<file path="src/rtl/frame_hdr_pkg.sv">
// ============================================================================
// Package : frame_hdr_pkg
// Shared types, constants and byte-enable helpers for frame_header_inserter.
// Optional build macro: FHI_PAD_EN (adds the PAD state).
// Revision: 1.0 - initial release
// ============================================================================
`default_nettype none

package frame_hdr_pkg;

  localparam int unsigned DW    = 512;
  localparam int unsigned BYTES = DW / 8;
  localparam int unsigned POP_W = $clog2(BYTES + 1);

  typedef enum logic [2:0] {
    IDLE    = 3'd0,
    HDR     = 3'd1,
    HDRDROP = 3'd2,
    PAY     = 3'd3,
    DRAIN   = 3'd4
`ifdef FHI_PAD_EN
    ,
    PAD     = 3'd5
`endif
  } fhi_state_e;

  function automatic logic [POP_W-1:0] popcount_keep(input logic [BYTES-1:0] keep);
    logic [POP_W-1:0] n;
    n = '0;
    for (int i = 0; i < BYTES; i++) begin
      n = n + POP_W'(keep[i]);
    end
    return n;
  endfunction

  function automatic logic [BYTES-1:0] keep_mask(input logic [POP_W-1:0] n);
    logic [BYTES-1:0] m;
    for (int i = 0; i < BYTES; i++) begin
      m[i] = (POP_W'(i) < n);
    end
    return m;
  endfunction

endpackage

`default_nettype wire

</file>
<file path="src/rtl/frame_header_inserter_if.sv">
// ============================================================================
// Interface : frame_header_inserter_if
// AXI-Stream beat bundle (data, keep, valid, ready, last) with master/slave views.
// Optional build macro: FHI_PAD_EN (unused here).
// Revision: 1.0 - initial release
// ============================================================================
`default_nettype none

interface frame_header_inserter_if #(
  parameter int DW = 512
);
  logic [DW-1:0]   tdata;
  logic [DW/8-1:0] tkeep;
  logic            tvalid;
  logic            tready;
  logic            tlast;

  modport master (output tdata, output tkeep, output tvalid, output tlast, input tready);
  modport slave  (input tdata, input tkeep, input tvalid, input tlast, output tready);
endinterface

`default_nettype wire

</file>
<file path="src/rtl/frame_header_inserter_axis_out_reg.sv">
// ============================================================================
// Module : axis_out_reg
// Single-stage AXI-Stream output register; payload held stable until accepted.
// Optional build macro: FHI_PAD_EN (unused here).
// Revision: 1.0 - initial release
// ============================================================================
`default_nettype none

module axis_out_reg #(
  parameter int DW = 512
) (
  input  wire logic            clk,
  input  wire logic            resetn,
  input  wire logic            push,
  input  wire logic [DW-1:0]   data,
  input  wire logic [DW/8-1:0] keep,
  input  wire logic            last,
  output logic                 can_load,
  output logic                 accept_last,
  frame_header_inserter_if.master m_axis
);

  assign can_load    = !m_axis.tvalid || m_axis.tready;
  assign accept_last = m_axis.tvalid && m_axis.tready && m_axis.tlast;

  // push is only asserted by the producer while can_load is high
  always_ff @(posedge clk or negedge resetn) begin
    if (!resetn) begin
      m_axis.tvalid <= 1'b0;
      m_axis.tdata  <= '0;
      m_axis.tkeep  <= '0;
      m_axis.tlast  <= 1'b0;
    end else if (push) begin
      m_axis.tvalid <= 1'b1;
      m_axis.tdata  <= data;
      m_axis.tkeep  <= keep;
      m_axis.tlast  <= last;
    end else if (m_axis.tready) begin
      m_axis.tvalid <= 1'b0;
    end
  end

endmodule

`default_nettype wire

</file>
<file path="src/rtl/frame_header_inserter.sv">
// ============================================================================
// Module : frame_header_inserter
// Prepends a metadata header to each payload frame and enforces FRAME_SIZE.
// Optional build macro: FHI_PAD_EN (zero-pads short frames up to FRAME_SIZE).
// Revision: 1.0 - initial release
// ============================================================================
`default_nettype none

module frame_header_inserter
  import frame_hdr_pkg::*;
#(
  parameter int DW            = BYTES * 8,
  parameter int MAX_HDR_BEATS = 4,
  parameter int CNT_W         = 32
) (
  input  wire logic        clk,
  input  wire logic        resetn,
  input  wire logic [31:0] FRAME_SIZE,
  frame_header_inserter_if.slave  s_axis_in,
  frame_header_inserter_if.slave  s_axis_md,
  frame_header_inserter_if.master m_axis_out,
  output logic             ERR_HDR,
  output logic             ERR_SHORT,
  output logic             ERR_LONG,
  output logic [31:0]      FRAME_CNT
);

  localparam int NB   = DW / 8;
  localparam int HC_W = $clog2(MAX_HDR_BEATS + 1);

  fhi_state_e        state, state_n;
  logic [CNT_W-1:0]  fs_q, fs_n;
  logic [CNT_W-1:0]  byte_cnt, bc_n;
  logic [HC_W-1:0]   hdr_cnt, hc_n;
  logic              ehdr_n, eshort_n, elong_n;

  logic              push, can_load, accept_last;
  logic [DW-1:0]     o_data;
  logic [NB-1:0]     o_keep;
  logic              o_last;
  logic              in_ready, md_ready;

  logic [POP_W-1:0]  w_pop;
  logic [CNT_W:0]    w_sum;
  logic [CNT_W-1:0]  w_new;
  logic [CNT_W-1:0]  w_rem;
  logic [POP_W-1:0]  w_rem_n;
  logic [NB-1:0]     w_mask;

  assign s_axis_in.tready = in_ready;
  assign s_axis_md.tready = md_ready;

  // saturating running byte count and the bytes still owed to fs_q
  assign w_pop   = popcount_keep(BYTES'(s_axis_in.tkeep));
  assign w_sum   = {1'b0, byte_cnt} + (CNT_W+1)'(w_pop);
  assign w_new   = w_sum[CNT_W] ? {CNT_W{1'b1}} : w_sum[CNT_W-1:0];
  assign w_rem   = fs_q - byte_cnt;
  assign w_rem_n = (w_rem > CNT_W'(NB)) ? POP_W'(NB) : w_rem[POP_W-1:0];
  assign w_mask  = NB'(keep_mask(w_rem_n));

  always_ff @(posedge clk or negedge resetn) begin
    if (!resetn) begin
      state     <= IDLE;
      fs_q      <= '0;
      byte_cnt  <= '0;
      hdr_cnt   <= '0;
      ERR_HDR   <= 1'b0;
      ERR_SHORT <= 1'b0;
      ERR_LONG  <= 1'b0;
      FRAME_CNT <= '0;
    end else begin
      state     <= state_n;
      fs_q      <= fs_n;
      byte_cnt  <= bc_n;
      hdr_cnt   <= hc_n;
      ERR_HDR   <= ehdr_n;
      ERR_SHORT <= eshort_n;
      ERR_LONG  <= elong_n;
      if (accept_last) begin
        FRAME_CNT <= FRAME_CNT + 32'd1;
      end
    end
  end

  always_comb begin
    state_n  = state;
    fs_n     = fs_q;
    bc_n     = byte_cnt;
    hc_n     = hdr_cnt;
    ehdr_n   = 1'b0;
    eshort_n = 1'b0;
    elong_n  = 1'b0;
    push     = 1'b0;
    o_data   = '0;
    o_keep   = '0;
    o_last   = 1'b0;
    in_ready = 1'b0;
    md_ready = 1'b0;

    unique case (state)
      IDLE: begin
        if (s_axis_md.tvalid) begin
          state_n = HDR;
          fs_n    = CNT_W'(FRAME_SIZE);
          bc_n    = '0;
          hc_n    = '0;
        end
      end

      HDR: begin
        md_ready = can_load;
        if (s_axis_md.tvalid && can_load) begin
          push   = 1'b1;
          o_data = s_axis_md.tdata;
          o_keep = '1;
          hc_n   = hdr_cnt + HC_W'(1);
          if (s_axis_md.tlast) begin
            state_n = PAY;
          end else if (hdr_cnt == HC_W'(MAX_HDR_BEATS - 1)) begin
            ehdr_n  = 1'b1;
            state_n = HDRDROP;
          end
        end
      end

      HDRDROP: begin
        md_ready = 1'b1;
        if (s_axis_md.tvalid && s_axis_md.tlast) begin
          state_n = PAY;
        end
      end

      PAY: begin
        in_ready = can_load;
        if (s_axis_in.tvalid && can_load) begin
          push   = 1'b1;
          o_data = s_axis_in.tdata;
          o_keep = s_axis_in.tkeep;
          o_last = s_axis_in.tlast;
          bc_n   = w_new;
          if (fs_q == '0) begin
            if (s_axis_in.tlast) begin
              state_n = IDLE;
            end
          end else if (w_new >= fs_q) begin
            o_keep  = s_axis_in.tkeep & w_mask;
            o_last  = 1'b1;
            elong_n = (w_new != fs_q) || !s_axis_in.tlast;
            state_n = s_axis_in.tlast ? IDLE : DRAIN;
          end else if (s_axis_in.tlast) begin
            eshort_n = 1'b1;
`ifdef FHI_PAD_EN
            o_last   = 1'b0;
            state_n  = PAD;
`else
            state_n  = IDLE;
`endif
          end
        end
      end

      DRAIN: begin
        in_ready = 1'b1;
        if (s_axis_in.tvalid && s_axis_in.tlast) begin
          state_n = IDLE;
        end
      end

`ifdef FHI_PAD_EN
      PAD: begin
        if (can_load) begin
          push = 1'b1;
          if (w_rem <= CNT_W'(NB)) begin
            o_keep  = w_mask;
            o_last  = 1'b1;
            state_n = IDLE;
          end else begin
            o_keep = '1;
            bc_n   = byte_cnt + CNT_W'(NB);
          end
        end
      end
`endif

      default: begin
        state_n = IDLE;
      end
    endcase
  end

  axis_out_reg #(
    .DW (DW)
  ) u_out_reg (
    .clk         (clk),
    .resetn      (resetn),
    .push        (push),
    .data        (o_data),
    .keep        (o_keep),
    .last        (o_last),
    .can_load    (can_load),
    .accept_last (accept_last),
    .m_axis      (m_axis_out)
  );

endmodule

`default_nettype wire
</file>
<file path="src/flat_wrapper.sv">
// flat-port wrapper written by rule: the top's interface ports become plain ports
module frame_header_inserter_flat import frame_hdr_pkg::*;
#(
  parameter int DW            = BYTES * 8,
  parameter int MAX_HDR_BEATS = 4,
  parameter int CNT_W         = 32
)
  (clk, resetn, FRAME_SIZE, ERR_HDR, ERR_SHORT, ERR_LONG, FRAME_CNT, s_axis_in_tdata, s_axis_in_tkeep, s_axis_in_tvalid, s_axis_in_tlast, s_axis_in_tready, s_axis_md_tdata, s_axis_md_tkeep, s_axis_md_tvalid, s_axis_md_tlast, s_axis_md_tready, m_axis_out_tdata, m_axis_out_tkeep, m_axis_out_tvalid, m_axis_out_tlast, m_axis_out_tready);
  frame_header_inserter_if #(.DW(DW)) s_axis_in_i ();
  frame_header_inserter_if #(.DW(DW)) s_axis_md_i ();
  frame_header_inserter_if #(.DW(DW)) m_axis_out_i ();
  input  wire logic clk;
  input  wire logic resetn;
  input  wire logic [31:0] FRAME_SIZE;
  output logic ERR_HDR;
  output logic ERR_SHORT;
  output logic ERR_LONG;
  output logic [31:0] FRAME_CNT;
  input wire logic [$bits(s_axis_in_i.tdata)-1:0] s_axis_in_tdata;
  input wire logic [$bits(s_axis_in_i.tkeep)-1:0] s_axis_in_tkeep;
  input wire logic [$bits(s_axis_in_i.tvalid)-1:0] s_axis_in_tvalid;
  input wire logic [$bits(s_axis_in_i.tlast)-1:0] s_axis_in_tlast;
  output wire logic [$bits(s_axis_in_i.tready)-1:0] s_axis_in_tready;
  input wire logic [$bits(s_axis_md_i.tdata)-1:0] s_axis_md_tdata;
  input wire logic [$bits(s_axis_md_i.tkeep)-1:0] s_axis_md_tkeep;
  input wire logic [$bits(s_axis_md_i.tvalid)-1:0] s_axis_md_tvalid;
  input wire logic [$bits(s_axis_md_i.tlast)-1:0] s_axis_md_tlast;
  output wire logic [$bits(s_axis_md_i.tready)-1:0] s_axis_md_tready;
  output wire logic [$bits(m_axis_out_i.tdata)-1:0] m_axis_out_tdata;
  output wire logic [$bits(m_axis_out_i.tkeep)-1:0] m_axis_out_tkeep;
  output wire logic [$bits(m_axis_out_i.tvalid)-1:0] m_axis_out_tvalid;
  output wire logic [$bits(m_axis_out_i.tlast)-1:0] m_axis_out_tlast;
  input wire logic [$bits(m_axis_out_i.tready)-1:0] m_axis_out_tready;
  assign s_axis_in_i.tdata = s_axis_in_tdata;
  assign s_axis_in_i.tkeep = s_axis_in_tkeep;
  assign s_axis_in_i.tvalid = s_axis_in_tvalid;
  assign s_axis_in_i.tlast = s_axis_in_tlast;
  assign s_axis_in_tready = s_axis_in_i.tready;
  assign s_axis_md_i.tdata = s_axis_md_tdata;
  assign s_axis_md_i.tkeep = s_axis_md_tkeep;
  assign s_axis_md_i.tvalid = s_axis_md_tvalid;
  assign s_axis_md_i.tlast = s_axis_md_tlast;
  assign s_axis_md_tready = s_axis_md_i.tready;
  assign m_axis_out_tdata = m_axis_out_i.tdata;
  assign m_axis_out_tkeep = m_axis_out_i.tkeep;
  assign m_axis_out_tvalid = m_axis_out_i.tvalid;
  assign m_axis_out_tlast = m_axis_out_i.tlast;
  assign m_axis_out_i.tready = m_axis_out_tready;
  frame_header_inserter #(.DW(DW), .MAX_HDR_BEATS(MAX_HDR_BEATS), .CNT_W(CNT_W)) u_core (.clk(clk), .resetn(resetn), .FRAME_SIZE(FRAME_SIZE), .s_axis_in(s_axis_in_i), .s_axis_md(s_axis_md_i), .m_axis_out(m_axis_out_i), .ERR_HDR(ERR_HDR), .ERR_SHORT(ERR_SHORT), .ERR_LONG(ERR_LONG), .FRAME_CNT(FRAME_CNT));
endmodule
</file>
<file path="config.mk">
export PLATFORM = sky130hd
export DESIGN_NAME = frame_header_inserter_flat
export DESIGN_NICKNAME = d
export VERILOG_FILES = /design/src/rtl/frame_hdr_pkg.sv /design/src/rtl/frame_header_inserter_if.sv /design/src/rtl/frame_header_inserter_axis_out_reg.sv /design/src/rtl/frame_header_inserter.sv /design/src/flat_wrapper.sv
export SDC_FILE = /design/constraint.sdc
export NUM_CORES = 2
export LEC_CHECK = 0
export ABC_AREA = 1
export CAP_MARGIN = 10
export CORE_AREA = 2 2 701 703
export DETAILED_ROUTE_END_ITERATION = 10
export DIE_AREA = 0 0 703 705
export GPL_ROUTABILITY_DRIVEN = 0
export PLACE_DENSITY_LB_ADDON = 0.08
export SETUP_SLACK_MARGIN = 0.02
export SLEW_MARGIN = 10
export SYNTH_ARGS = -nofsm -noshare
export SYNTH_HDL_FRONTEND = slang
export SYNTH_SLANG_ARGS = --single-unit
</file>
<file path="constraint.sdc">
create_clock -name clk -period 6.3 [get_ports clk]
set_clock_uncertainty 0.05 [all_clocks]
set_input_delay 1.575 -clock clk [delete_from_list [all_inputs] [get_ports clk]]
set_output_delay 1.575 -clock clk [all_outputs]
set_load 0.005 [all_outputs]
</file>
==> results.json <==
{
  "final_cell_mix": "1709 x clkdlybuf4s50_1, 1522 x nand2_1, 683 x dfrtp_1, 512 x a22oi_1, 373 x inv_1",
  "syn_to_final_growth_pct": 91.1,
  "wl_met1_um": 164000,
  "period_share_pct": 174,
  "setup_violations": 102,
  "htree_levels": 3,
  "p_total_mw": 43.0,
  "critPathLaunchType": "input pin",
  "route.met2.wl_um": 206000,
  "cp_max_fo": 4,
  "combinationalPowerShare_pct": 66.1,
  "ys_async_sr_fraction_pct": 100,
  "synth-seq-area-share_pct": 48.2,
  "start_util_pct": 7.26,
  "dr.pass1.iters": 5,
  "seq_power_share_pct": 18.5,
  "die-area_sq_um": 496000,
  "maxSlewHeadroom_pct": 20.6,
  "dpl.cell_count": 12500,
  "cellPowerDensity_nw_per_um2": 634,
  "violations": "negative setup slack",
  "r2r_end": "u_core.byte_cnt[31]",
  "synth_top_area_share_pct": 48.2,
  "hold_end": "u_core.u_out_reg.m_axis.tdata[438]",
  "grt_pass1_vias": 42000,
  "grtUsageTotal_pct": 16.0,
  "grt-ovfl-total": 0,
  "worst_setup_path_end_kind": "register",
  "core_sq_um": 488000,
  "setup.worst_path.class": "in -> reg",
  "cpMostUsedCell": "buf_4",
  "rsz0062_at_grt": "true",
  "synth.avg_cell_area_sq_um": 8.33,
  "min_path_type": "reg -> reg",
  "fmax_mhz": 91.1,
  "clock_sinks": 683,
  "met3WireLength_um": 30100,
  "drt_wl_total_um": 410000,
  "ys_ff_latch": 683,
  "insertion_delay_ns": 0.88,
  "synth_nets": 5590,
  "p_leak_nw": 29.1,
  "regToRegStartpoint": "u_core.byte_cnt[1]",
  "period_needed_ns": 10.98,
  "final_common_cell": "clkdlybuf4s50_1",
  "cts.clk_slew.worst_paths_ns": 0.07,
  "grt_pass1_wl_um": 509000,
  "required_ns": 7.02,
  "outcome": "complete, but fails checks",
  "synthTopCellsByArea": "dfrtp_1 48%, nand2_1 16%, a22oi_1 11%, inv_1 4.2%, fa_1 3.2%",
  "p_switching_mw": 20.0,
  "cp_slowest_cell": "fa_2",
  "rows": 257,
  "die_width_um": 703,
  "vias": 40700,
  "slowest_delay_ns": 0.55,
  "wl_per_cell_um": 32.0,
  "cts-root-buf": "clkbuf_16",
  "ys.flop_type": "dfrtp_1",
  "internal_power_mw": 23.0,
  "tritoncts": "yes",
  "cp.arrival_ns": 11.70,
  "swShare_pct": 46.6,
  "r2r_cells": 36,
  "instances_no_fill": 12800,
  "cap_viol_max_count": 0,
  "remaining_drc_errors": 0,
  "synth.largest_area_cell": "dfrtp_1",
  "ys_warn_count": 0,
  "finalMaxSlewViolations": 0,
  "pre_cts_ws_ns": -6.59,
  "grt_max_degree": 118,
  "setup_slack_ns": -4.68,
  "routed.top_layer": "met5",
  "whs_path_depth": 2,
  "port_buffers": 1741,
  "setup_tns_ns": -397.86,
  "synth_cells": 4254,
  "rrSetupSlack_ns": 1.24,
  "synth_edf_count": 0,
  "drtAntennaViolNets": 0,
  "io_pins": 1806,
  "synth_area_sq_um": 35500,
  "worst_pin_slew_ns": 1.18,
  "vias_per_cell": 3.18,
  "postCtsHoldBufs": 0,
  "numCtsBuffers": 116,
  "hp-start": "u_core.u_out_reg.m_axis.tdata[438]",
  "drive_above_1_share_pct": 11.5,
  "vdd_drop_max_mv": 1.10,
  "cts_buffer_depth": 4,
  "finalHoldViolations": 0,
  "die_y_um": 705,
  "antenna_found_initial": 262,
  "drt_iter0_markers": 2682,
  "fin_nets": 7528,
  "hpwlAfterDp_um": 353000,
  "yosysUniqueCellTypes": 50,
  "p_clk_share_pct": 15.4
}
-- cell type report --
cell class / instances / area, sq um
Antenna cell: 52 / 130
Timing Repair Buffer: 2026 / 20200
Clock inverter: 27 / 275
Tap cell: 6475 / 8100
Sequential cell: 683 / 17100
Clock buffer: 178 / 3470
Fill cell: 55700 / 420000
Inverter: 407 / 1580
Multi-Input combinational cell: 2958 / 17000
-- through the flow --
step	area [sq um]	hold slack, ns	utilization [%]
after floorplan	35600	0.418	-
after global placement	62600	0.413	12.8
after detailed placement	62600	0.415	12.8
after CTS	67100	0.430	13.7
after global routing	67700	0.436	13.9
final	67800	0.426	13.9
-- how the worst max path moves through the flow --
stage	from	endpoint	depth (start not counted)
after floorplan	s_axis_in_tkeep[1]	u_core.u_out_reg.m_axis.tkeep[47]	45
after global placement	s_axis_in_tkeep[1]	u_core.u_out_reg.m_axis.tkeep[56]	53
final	s_axis_in_tkeep[40]	u_core.byte_cnt[31]	54
after detailed placement	s_axis_in_tkeep[1]	u_core.u_out_reg.m_axis.tkeep[58]	53
after global routing	s_axis_in_tkeep[1]	u_core.u_out_reg.m_axis.tkeep[57]	49
after CTS	s_axis_in_tkeep[0]	u_core.u_out_reg.m_axis.tkeep[33]	49
-- synth_stat cells (all sizes together) (42+ instances only) --
| master | number |
|---|---|
| a21oi | 63 |
| a22oi | 512 |
| clkbuf | 190 |
| dfrtp | 683 |
| fa | 56 |
| ha | 89 |
| inv | 404 |
| nand2 | 1573 |
| nand3 | 202 |
| nor2 | 182 |
| o21ai | 86 |
| xor2 | 42 |
-- state kept, by name, summed over array words and instances (netlist names) --
register / count
u_core.ERR_HDR: 1
u_core.ERR_LONG: 1
u_core.ERR_SHORT: 1
u_core.FRAME_CNT: 32
u_core.byte_cnt: 32
u_core.fs_q: 32
u_core.hdr_cnt: 3
u_core.state: 3
u_core.u_out_reg.m_axis.tdata: 512
u_core.u_out_reg.m_axis.tkeep: 64
u_core.u_out_reg.m_axis.tlast: 1
u_core.u_out_reg.m_axis.tvalid: 1
-- worst max-delay path, delay by kind of cell --
kind	cells	cell delay [ns]
adder cells (fa/ha/maj)	11	5.05
XOR/XNOR	1	0.13
AND/OR/NAND/NOR	14	1.66
buffers and inverters	26	3.01
AO/OA/AOI/OAI	2	0.27
-- per-layer routing --
metal  track usage, %  vias up
li1                 -    18000
met1             18.7    20300
met2             28.7     1741
met3             4.84      606
met4             2.75       72
met5                0        -
-- power groups by stage --
stage / combinational (mW) / sequential, mW / clock [mW]
floorplan: 12.5 / 7.53 / 0
global placement: 27.4 / 8.07 / 0
detailed placement: 27.1 / 8.06 / 0
CTS: 27.7 / 8.06 / 6.97
global route: 31.0 / 8.22 / 7.06
finish: 28.4 / 7.97 / 6.62
-- timing repair --
item	in CTS	in global routing
buffers inserted	36	15
pin swaps	76	61
setup endpoints to repair	102	102
cloned	0	2
gates resized for setup	217	106
-- cells by family after synthesis --
logic type,count (synthesis),share of synthesized area (%)
compound gates,693,13.6
xor+xnor,56,1.38
fa+ha+maj,145,6.30
buf+inv,613,6.53
flops,683,48.2
mux,1,0.0318
simple gates,2063,24.0
(Power assumes the default switching activity.)
